<file path="src/rtl/seq_divider_if.sv">
// seq_divider_if: handshake bundle for the sequential divider.
//   Request side : in_valid, in_ready, dividend, divisor
//   Response side: out_valid, out_ready, quotient, remainder, div_by_zero
// The master modport belongs to the block that supplies operands and consumes
// results. The slave modport belongs to the divider.
interface seq_divider_if #(
  parameter int DIVIDEND_W = 32,
  parameter int DIVISOR_W  = 16
);
  logic                  in_valid;
  logic                  in_ready;
  logic [DIVIDEND_W-1:0] dividend;
  logic [DIVISOR_W-1:0]  divisor;
  logic                  out_valid;
  logic                  out_ready;
  logic [DIVIDEND_W-1:0] quotient;
  logic [DIVISOR_W-1:0]  remainder;
  logic                  div_by_zero;

  modport master (
    output in_valid, dividend, divisor, out_ready,
    input  in_ready, out_valid, quotient, remainder, div_by_zero
  );

  modport slave (
    input  in_valid, dividend, divisor, out_ready,
    output in_ready, out_valid, quotient, remainder, div_by_zero
  );
endinterface

</file>
<file path="src/rtl/seq_divider.sv">
// seq_divider: multi-cycle unsigned restoring divider, one quotient bit per clock.
// Ports:
//   clk     - rising-edge clock
//   reset_n - asynchronous active-low reset
//   io      - seq_divider_if.slave. Operands arrive with a valid/ready handshake.
//             Results are returned with a valid/ready handshake that carries
//             quotient, remainder and div_by_zero.
// A zero divisor completes at once. The quotient is all ones, the remainder is
// the low dividend bits, and div_by_zero is set.
module seq_divider #(
  parameter int DIVIDEND_W = 32,
  parameter int DIVISOR_W  = 16
) (
  input  logic           clk,
  input  logic           reset_n,
  seq_divider_if.slave   io
);
  localparam int CNT_W = $clog2(DIVIDEND_W + 1);

  typedef enum logic [1:0] {IDLE, CALC, DONE} state_e;

  state_e                state_q, state_d;
  // work register: remaining dividend bits leave at the MSB, and quotient bits enter at the LSB
  logic [DIVIDEND_W-1:0] work_q, work_d;
  logic [DIVISOR_W-1:0]  divisor_q, divisor_d;
  logic [DIVISOR_W:0]    prem_q, prem_d;
  logic [CNT_W-1:0]      count_q, count_d;
  logic [DIVIDEND_W-1:0] quotient_q, quotient_d;
  logic [DIVISOR_W-1:0]  remainder_q, remainder_d;
  logic                  dbz_q, dbz_d;

  logic [DIVISOR_W+1:0]  rem_tmp;
  logic [DIVISOR_W+1:0]  diff;
  logic                  qbit;
  logic [DIVISOR_W:0]    prem_next;

  // One restoring step. rem_tmp is always below 2*divisor, so the top bit of
  // the difference is a true borrow: no borrow means rem_tmp >= divisor.
  always_comb begin
    rem_tmp   = {prem_q, work_q[DIVIDEND_W-1]};
    diff      = rem_tmp - {2'b00, divisor_q};
    qbit      = ~diff[DIVISOR_W+1];
    prem_next = qbit ? diff[DIVISOR_W:0] : rem_tmp[DIVISOR_W:0];
  end

  always_comb begin
    state_d     = state_q;
    work_d      = work_q;
    divisor_d   = divisor_q;
    prem_d      = prem_q;
    count_d     = count_q;
    quotient_d  = quotient_q;
    remainder_d = remainder_q;
    dbz_d       = dbz_q;
    unique case (state_q)
      IDLE: begin
        if (io.in_valid) begin
          work_d    = io.dividend;
          divisor_d = io.divisor;
          prem_d    = '0;
          if (io.divisor == '0) begin
            state_d     = DONE;
            quotient_d  = '1;
            remainder_d = io.dividend[DIVISOR_W-1:0];
            dbz_d       = 1'b1;
          end else begin
            state_d = CALC;
            count_d = CNT_W'(DIVIDEND_W);
          end
        end
      end
      CALC: begin
        work_d  = {work_q[DIVIDEND_W-2:0], qbit};
        prem_d  = prem_next;
        count_d = count_q - CNT_W'(1);
        if (count_q == CNT_W'(1)) begin
          state_d     = DONE;
          quotient_d  = {work_q[DIVIDEND_W-2:0], qbit};
          // The remainder is always below the divisor, so its top bit is zero.
          remainder_d = prem_next[DIVISOR_W-1:0];
          dbz_d       = 1'b0;
        end
      end
      DONE: begin
        if (io.out_ready) state_d = IDLE;
      end
      default: state_d = IDLE;
    endcase
  end

  always_ff @(posedge clk or negedge reset_n) begin
    if (!reset_n) begin
      state_q     <= IDLE;
      work_q      <= '0;
      divisor_q   <= '0;
      prem_q      <= '0;
      count_q     <= '0;
      quotient_q  <= '0;
      remainder_q <= '0;
      dbz_q       <= 1'b0;
    end else begin
      state_q     <= state_d;
      work_q      <= work_d;
      divisor_q   <= divisor_d;
      prem_q      <= prem_d;
      count_q     <= count_d;
      quotient_q  <= quotient_d;
      remainder_q <= remainder_d;
      dbz_q       <= dbz_d;
    end
  end

  assign io.in_ready    = (state_q == IDLE);
  assign io.out_valid   = (state_q == DONE);
  assign io.quotient    = quotient_q;
  assign io.remainder   = remainder_q;
  assign io.div_by_zero = dbz_q;
endmodule

</file>
<file path="src/flat_wrapper.sv">
// flat-port wrapper written by rule: the top's interface ports become plain ports
module seq_divider_flat 
#(
  parameter int DIVIDEND_W = 32,
  parameter int DIVISOR_W  = 16
)
  (clk, reset_n, io_in_valid, io_dividend, io_divisor, io_out_ready, io_in_ready, io_out_valid, io_quotient, io_remainder, io_div_by_zero);
  seq_divider_if #(.DIVIDEND_W(DIVIDEND_W), .DIVISOR_W(DIVISOR_W)) io_i ();
  input  logic clk;
  input  logic reset_n;
  input wire logic [$bits(io_i.in_valid)-1:0] io_in_valid;
  input wire logic [$bits(io_i.dividend)-1:0] io_dividend;
  input wire logic [$bits(io_i.divisor)-1:0] io_divisor;
  input wire logic [$bits(io_i.out_ready)-1:0] io_out_ready;
  output wire logic [$bits(io_i.in_ready)-1:0] io_in_ready;
  output wire logic [$bits(io_i.out_valid)-1:0] io_out_valid;
  output wire logic [$bits(io_i.quotient)-1:0] io_quotient;
  output wire logic [$bits(io_i.remainder)-1:0] io_remainder;
  output wire logic [$bits(io_i.div_by_zero)-1:0] io_div_by_zero;
  assign io_i.in_valid = io_in_valid;
  assign io_i.dividend = io_dividend;
  assign io_i.divisor = io_divisor;
  assign io_i.out_ready = io_out_ready;
  assign io_in_ready = io_i.in_ready;
  assign io_out_valid = io_i.out_valid;
  assign io_quotient = io_i.quotient;
  assign io_remainder = io_i.remainder;
  assign io_div_by_zero = io_i.div_by_zero;
  seq_divider #(.DIVIDEND_W(DIVIDEND_W), .DIVISOR_W(DIVISOR_W)) u_core (.clk(clk), .reset_n(reset_n), .io(io_i));
endmodule
</file>
<file path="config.mk">
export PLATFORM = sky130hd
export DESIGN_NAME = seq_divider_flat
export DESIGN_NICKNAME = d
export VERILOG_FILES = /design/src/rtl/seq_divider_if.sv /design/src/rtl/seq_divider.sv /design/src/flat_wrapper.sv
export SDC_FILE = /design/constraint.sdc
export NUM_CORES = 1
export LEC_CHECK = 0
export BUFFER_PORTS_ARGS = -buffer_cell sky130_fd_sc_hd__buf_2
export CAP_MARGIN = 20
export CORE_MARGIN = 3
export CORE_UTILIZATION = 55
export CTS_BUF_LIST = sky130_fd_sc_hd__clkbuf_8 sky130_fd_sc_hd__clkbuf_16
export CTS_CLUSTER_DIAMETER = 80
export DETAILED_ROUTE_END_ITERATION = 12
export HOLD_SLACK_MARGIN = 0.15
export PLACE_DENSITY = 0.78
export RECOVER_POWER = 25
export SLEW_MARGIN = 5
export SYNTH_ARGS = -nofsm -noshare
export SYNTH_HDL_FRONTEND = slang
export SYNTH_SLANG_ARGS = --single-unit
</file>
<file path="constraint.sdc">
create_clock -name clk -period 6.6 [get_ports clk]
set_clock_uncertainty 0.2 [all_clocks]
set_input_delay 1.32 -clock clk [delete_from_list [all_inputs] [get_ports clk]]
set_output_delay 1.32 -clock clk [all_outputs]
set_load 0.02 [all_outputs]
</file>
# After elaboration in Yosys (flattened, before gate mapping)

Cells that the tools add are included.

Bits in read-only memories: 0
Logic and storage cells: 52
Latch bits: 0
Flip-flop bits (word level): 122
Output and inout port bits: 51
Memory bits (writable): 0
Memories kept: 0
Bits of input ports: 52

Shifts and indexed selects: 0
Multiplexer cells: 25
Bitwise logic cells: 1
Add/subtract/negate cells: 2
Reductions and logical operators: 8
Magnitude comparators: 0
Multiply operators: 0
Divide/modulo/power cells: 0
Eq/ne operators: 8

Operators by type and width:

| operator              | number |
|---|---|
| $mux W32              | 4 |
| $pmux W32 S2          | 2 |
| $mux W16              | 3 |
| $mux W17              | 2 |
| $pmux W17 S2          | 1 |
| $pmux W16 S2          | 1 |
| $sub A18 B16 Y18      | 1 |
| $logic_not A16 Y1     | 1 |
| $mux W6               | 2 |
| $pmux W6 S2           | 1 |
| $mux W2               | 4 |
| $eq A6 B1 Y1 const B  | 1 |
| $ne A2 B2 Y1 const B  | 3 |
| $pmux W2 S3           | 1 |
| $reduce_and A3 Y1     | 2 |
| $sub A6 B1 Y6 const B | 1 |
| $ne A2 B1 Y1 const B  | 2 |
| $reduce_and A2 Y1     | 2 |
| $reduce_and A4 Y1     | 1 |
| $mux W1               | 3 |
| $eq A2 B1 Y1 const B  | 1 |
| $eq A2 B2 Y1 const B  | 1 |
| $logic_not A2 Y1      | 1 |
| $pmux W1 S2           | 1 |
| 2 further kinds       | 2 |

# Logic depth before layout (Yosys ltp)

Word-level depth: 4
Gate-level depth with buffers: 12
Depth with buffers taken out: 12

# Worst setup path before layout

Ideal clock, no wire load.

Path type: input-to-reg
From: input io_in_valid
To: register u_core.quotient_q[0], in the netlist u_core.io.quotient[0]
Setup slack: 3.552 ns
Path buffers: 2
Library setup time: 0.125 ns
Data arrival time: 2.723 ns
Cell stages on the path: 7
Data required time: 6.275 ns
Path through: nor2_1 > or2_0 > clkbuf_1 > nor2_2 > o31a_1 > clkbuf_1 > mux2_2

Cells in the longest elaborated chain, start to end: 2

RTL lines:

| element                            | line               | source |
|---|---|---|
| start, declared                    | flat_wrapper.sv:11 | `input wire logic [$bits(io_i.in_valid)-1:0] io_in_valid;` |
| $ne A2 B2 Y1 (no source line)      | n/a                |  |
| $reduce_and A4 Y1 (no source line) | n/a                |  |
| end signal, assigned               | seq_divider.sv:107 | `quotient_q <= quotient_d;` |
| end, declared                      | seq_divider.sv:28  | `logic [DIVIDEND_W-1:0] quotient_q, quotient_d;` |

Every way passes these cells.
A chain may end at the register's enable or synchronous reset.

# Final worst setup path

From: input io_in_valid
To: register u_core.work_q[28]

Cells in the longest elaborated chain, start to end: 2

RTL lines:

| element                            | line               | source |
|---|---|---|
| $ne A2 B2 Y1 (no source line)      | n/a                |  |
| $reduce_and A2 Y1 (no source line) | n/a                |  |
| end signal, assigned               | seq_divider.sv:103 | `work_q <= work_d;` |
| end, declared                      | seq_divider.sv:24  | `logic [DIVIDEND_W-1:0] work_q, work_d;` |

Every way passes these cells.

==> flow_metrics.env <==
export IMPL_outcome="finished with violations"
export IMPL_violations="capacitance limit, slew limit"
export IMPL_synth_seq_area_share_pct=49.7
export IMPL_yosys_warnings=0
export IMPL_grt_start_max_net_pins=92
export IMPL_synth_distinct_cells=62
export IMPL_setup_tns_final_ns=0
export IMPL_die_y_um=112
export IMPL_clock_fmax_mhz=256
export IMPL_drt_antenna_violating_nets=0
export IMPL_relSlewSlack_pct=-78.0
export IMPL_cp_slowest_cell="clkbuf_1"
export IMPL_syn_mean_instance_area_um2=8.83
export IMPL_layout_drive_gt1_share_pct=19.4
export IMPL_clk_latency_ns=0.52
export IMPL_crit_chain="buf_2 -> nor2_1 -> nor2_1 -> clkbuf_1 -> a31oi_1"
export IMPL_p_per_area_nw_per_um2=668
export IMPL_cts_resized=0
export IMPL_ys_seq_elements=122
export IMPL_drc=0
export IMPL_final_max_slew_viol_count=119
export IMPL_clockBufferDepth=2
export IMPL_setup_viol=0
export IMPL_critPathMostFrequentCell="nor2_1"
export IMPL_ir_worst_vdd_uv=285
export IMPL_rsz0062_at_grt="no"
export IMPL_post_dp_hpwl_um=10600
export IMPL_crit_path_start="io_in_valid"
export IMPL_drt_first_iter_violations=405
export IMPL_num_nets_final=853
export IMPL_crit_path_start_kind="input pin"
export IMPL_placed_area_um2=6730
export IMPL_diodes=0
export IMPL_wl_per_cell_um=16.7
export IMPL_synthFlopType="dfrtp_1"
export IMPL_fin_crit_sh_pct=59.3
export IMPL_cts_max_level=4
export IMPL_synthCells=696
export IMPL_start_util_pct=58.0
export IMPL_worstSetupPathType="input pin to flop"
export IMPL_grt_pass1_vias=5230
export IMPL_max_stage_delay_ns=1.80
export IMPL_critPathRequiredTime_ns=6.67
export IMPL_cts_buffers=17
export IMPL_worst_path_max_fanout=64
export IMPL_root_buffer="clkbuf_8"
export IMPL_timing_rr_start="u_core.state_q[0]$_DFFE_PN0P_"
export IMPL_ys_async_sr_fraction_pct=100
export IMPL_p_leak_uw=0.00353
export IMPL_cts_tree="yes"
export IMPL_syn_nets=767
export IMPL_synth_edff_count=0
export IMPL_antenna_found_initial=0
export IMPL_place_congestion=0.867
export IMPL_clkSinkCount=122
export IMPL_dr_pass1_iters=5
export IMPL_crit_family="buffers and inverters"
export IMPL_grt_use_total_pct=25.2
export IMPL_clkTransAtPathRegs_ns=0.06
export IMPL_finalHoldViolations=0
export IMPL_final_cell_area_um2=7340
export IMPL_pin_count=103
export IMPL_critPathCaptureType="flop"
export IMPL_via_per_inst=5.84
export IMPL_grt_pass1_wl_um=25700
export IMPL_wl_um=15600
export IMPL_crit_arrival_ns=3.98
export IMPL_die_w_um=112
export IMPL_areaGrowthSynthToFinish_pct=19.4
export IMPL_core_area_um2=10600
export IMPL_io_buffers=102
export IMPL_cap_violations=2
export IMPL_post_cts_buffers=0
export IMPL_syn_area_um2=6150
export IMPL_worstHoldStart="u_core.io.quotient[23]$_DFFE_PN0P_"
export IMPL_rows=37
export IMPL_fin_crit_ns=3.91
export IMPL_hold_class="flop to flop"
export IMPL_via_count=5439
export IMPL_dieArea_um2=12500
export IMPL_crit_buf_inv=2
export IMPL_hold_buffers=0
export IMPL_worst_pin_slew_ns=2.67
export IMPL_grt_overflow_total=0
## cell usage in the layout (no fill, tap or decap), drive strengths merged, types with 12 or more instances in the layout
cell type and instances:
nand2 178, inv 27, o21ai 65, nor2 60, xnor2 12, buf 106, clkbuf 21, a21oi 24
dfrtp 122, a31oi 37, ha 18
## worst reg2reg max path: stages (launching register included)
cell	delay, ns
dfrtp_1	0.59
nor2_1	0.13
nor2_1	0.47
clkbuf_1	1.80
a31oi_1	0.25
## power breakdown
part / total (uW) / switching [uW] / internal, uW / leakage (uW)
combinational: 2520 / 1590 / 932 / 0.00177
clock: 975 / 350 / 625 / 0.000302
sequential: 1400 / 264 / 1140 / 0.00145
## cells in the mapped netlist (2+ instances only)
master | count | area (um2)
nand2_1 | 178 | 668
dfrtp_1 | 122 | 3050
o21ai_0 | 65 | 325
nor2_1 | 58 | 218
a31oi_1 | 37 | 231
clkbuf_1 | 33 | 124
inv_1 | 25 | 93.8
a21oi_1 | 23 | 115
ha_1 | 18 | 225
xnor2_1 | 12 | 105
mux2i_1 | 10 | 100
o22ai_1 | 10 | 62.6
nand3_1 | 7 | 35.0
a21o_1 | 6 | 45.0
and3_1 | 6 | 37.5
nor3_1 | 6 | 30.0
nor4_1 | 6 | 37.5
xor2_1 | 5 | 43.8
buf_1 | 4 | 15.0
nand2b_1 | 4 | 25.0
nor2b_1 | 4 | 25.0
o21a_1 | 4 | 30.0
buf_2 | 3 | 15.0
a21boi_0 | 2 | 15.0
buf_4 | 2 | 15.0
mux2_2 | 2 | 22.5
nand4_1 | 2 | 12.5
nor3b_1 | 2 | 15.0
o211ai_1 | 2 | 15.0
o221ai_1 | 2 | 17.5
o311ai_0 | 2 | 17.5
o32a_1 | 2 | 20.0
o41a_1 | 2 | 22.5
or3_1 | 2 | 12.5
## flip-flops by register name, summed over array words and instances (netlist names)
name and count:
u_core.work_q 32, u_core.state_q 2, u_core.io.quotient 32, u_core.divisor_q 16, u_core.prem_q 17, u_core.count_q 6, u_core.io.div_by_zero 1, u_core.io.remainder 16
## worst paths after layout
kind / slack [ns] / to / depth (start not counted)
max in group asynchronous: 2.74 / u_core.work_q[15]$_DFFE_PN0P_ / 2
worst min register to register: 0.26 / u_core.io.quotient[23]$_DFFE_PN0P_ / 2
min in group asynchronous: 1.44 / u_core.io.quotient[6]$_DFFE_PN0P_ / 1
worst max-delay path: 2.69 / u_core.work_q[28]$_DFFE_PN0P_ / 5
worst min-delay path: 0.26 / u_core.io.quotient[23]$_DFFE_PN0P_ / 2
worst max register to register: 2.91 / u_core.work_q[28]$_DFFE_PN0P_ / 4
## kinds of logic (layout without fill, tap and decap cells)
kind of cell	Yosys count	in the layout	share of synthesized area, %
compound gates	175	175	18.0
flops	122	122	49.7
mux	13	13	2.18
fa+ha+maj	19	19	3.99
simple gates	283	283	19.4
xor+xnor	17	17	2.42
buf+inv	67	166	4.28
## layer usage
layer,global-route usage [%],up-vias,wire length (um)
met2,42.1,194,7840
met1,32.4,2642,6570
met5,0,-,0
met4,9.25,0,296
met3,5.60,26,849
li1,-,2577,-
## layout make-up
class	instances	area, um2
clock inverter	14	194
fill	832	3260
sequential	122	3050
tap	136	170
multi-input combinational	507	2840
inverter	25	93.8
timing repair buffer	109	554
clock buffer	18	428
## stage by stage
step | std cells | setup WS [ns] | hold slack, ns | total power, uW | util (%)
after floorplan | 696 | 3.55 | 0.274 | 3230 | -
after global placement | 898 | 2.72 | 0.246 | 3780 | 63.4
after detailed placement | 898 | 2.60 | 0.251 | 3880 | 63.4
after CTS | 930 | 3.12 | 0.265 | 4890 | 69.3
after global routing | 931 | 2.11 | 0.285 | 5260 | 69.2
final | 931 | 2.69 | 0.261 | 4900 | 69.2
Power figures use the tool's default switching activity.
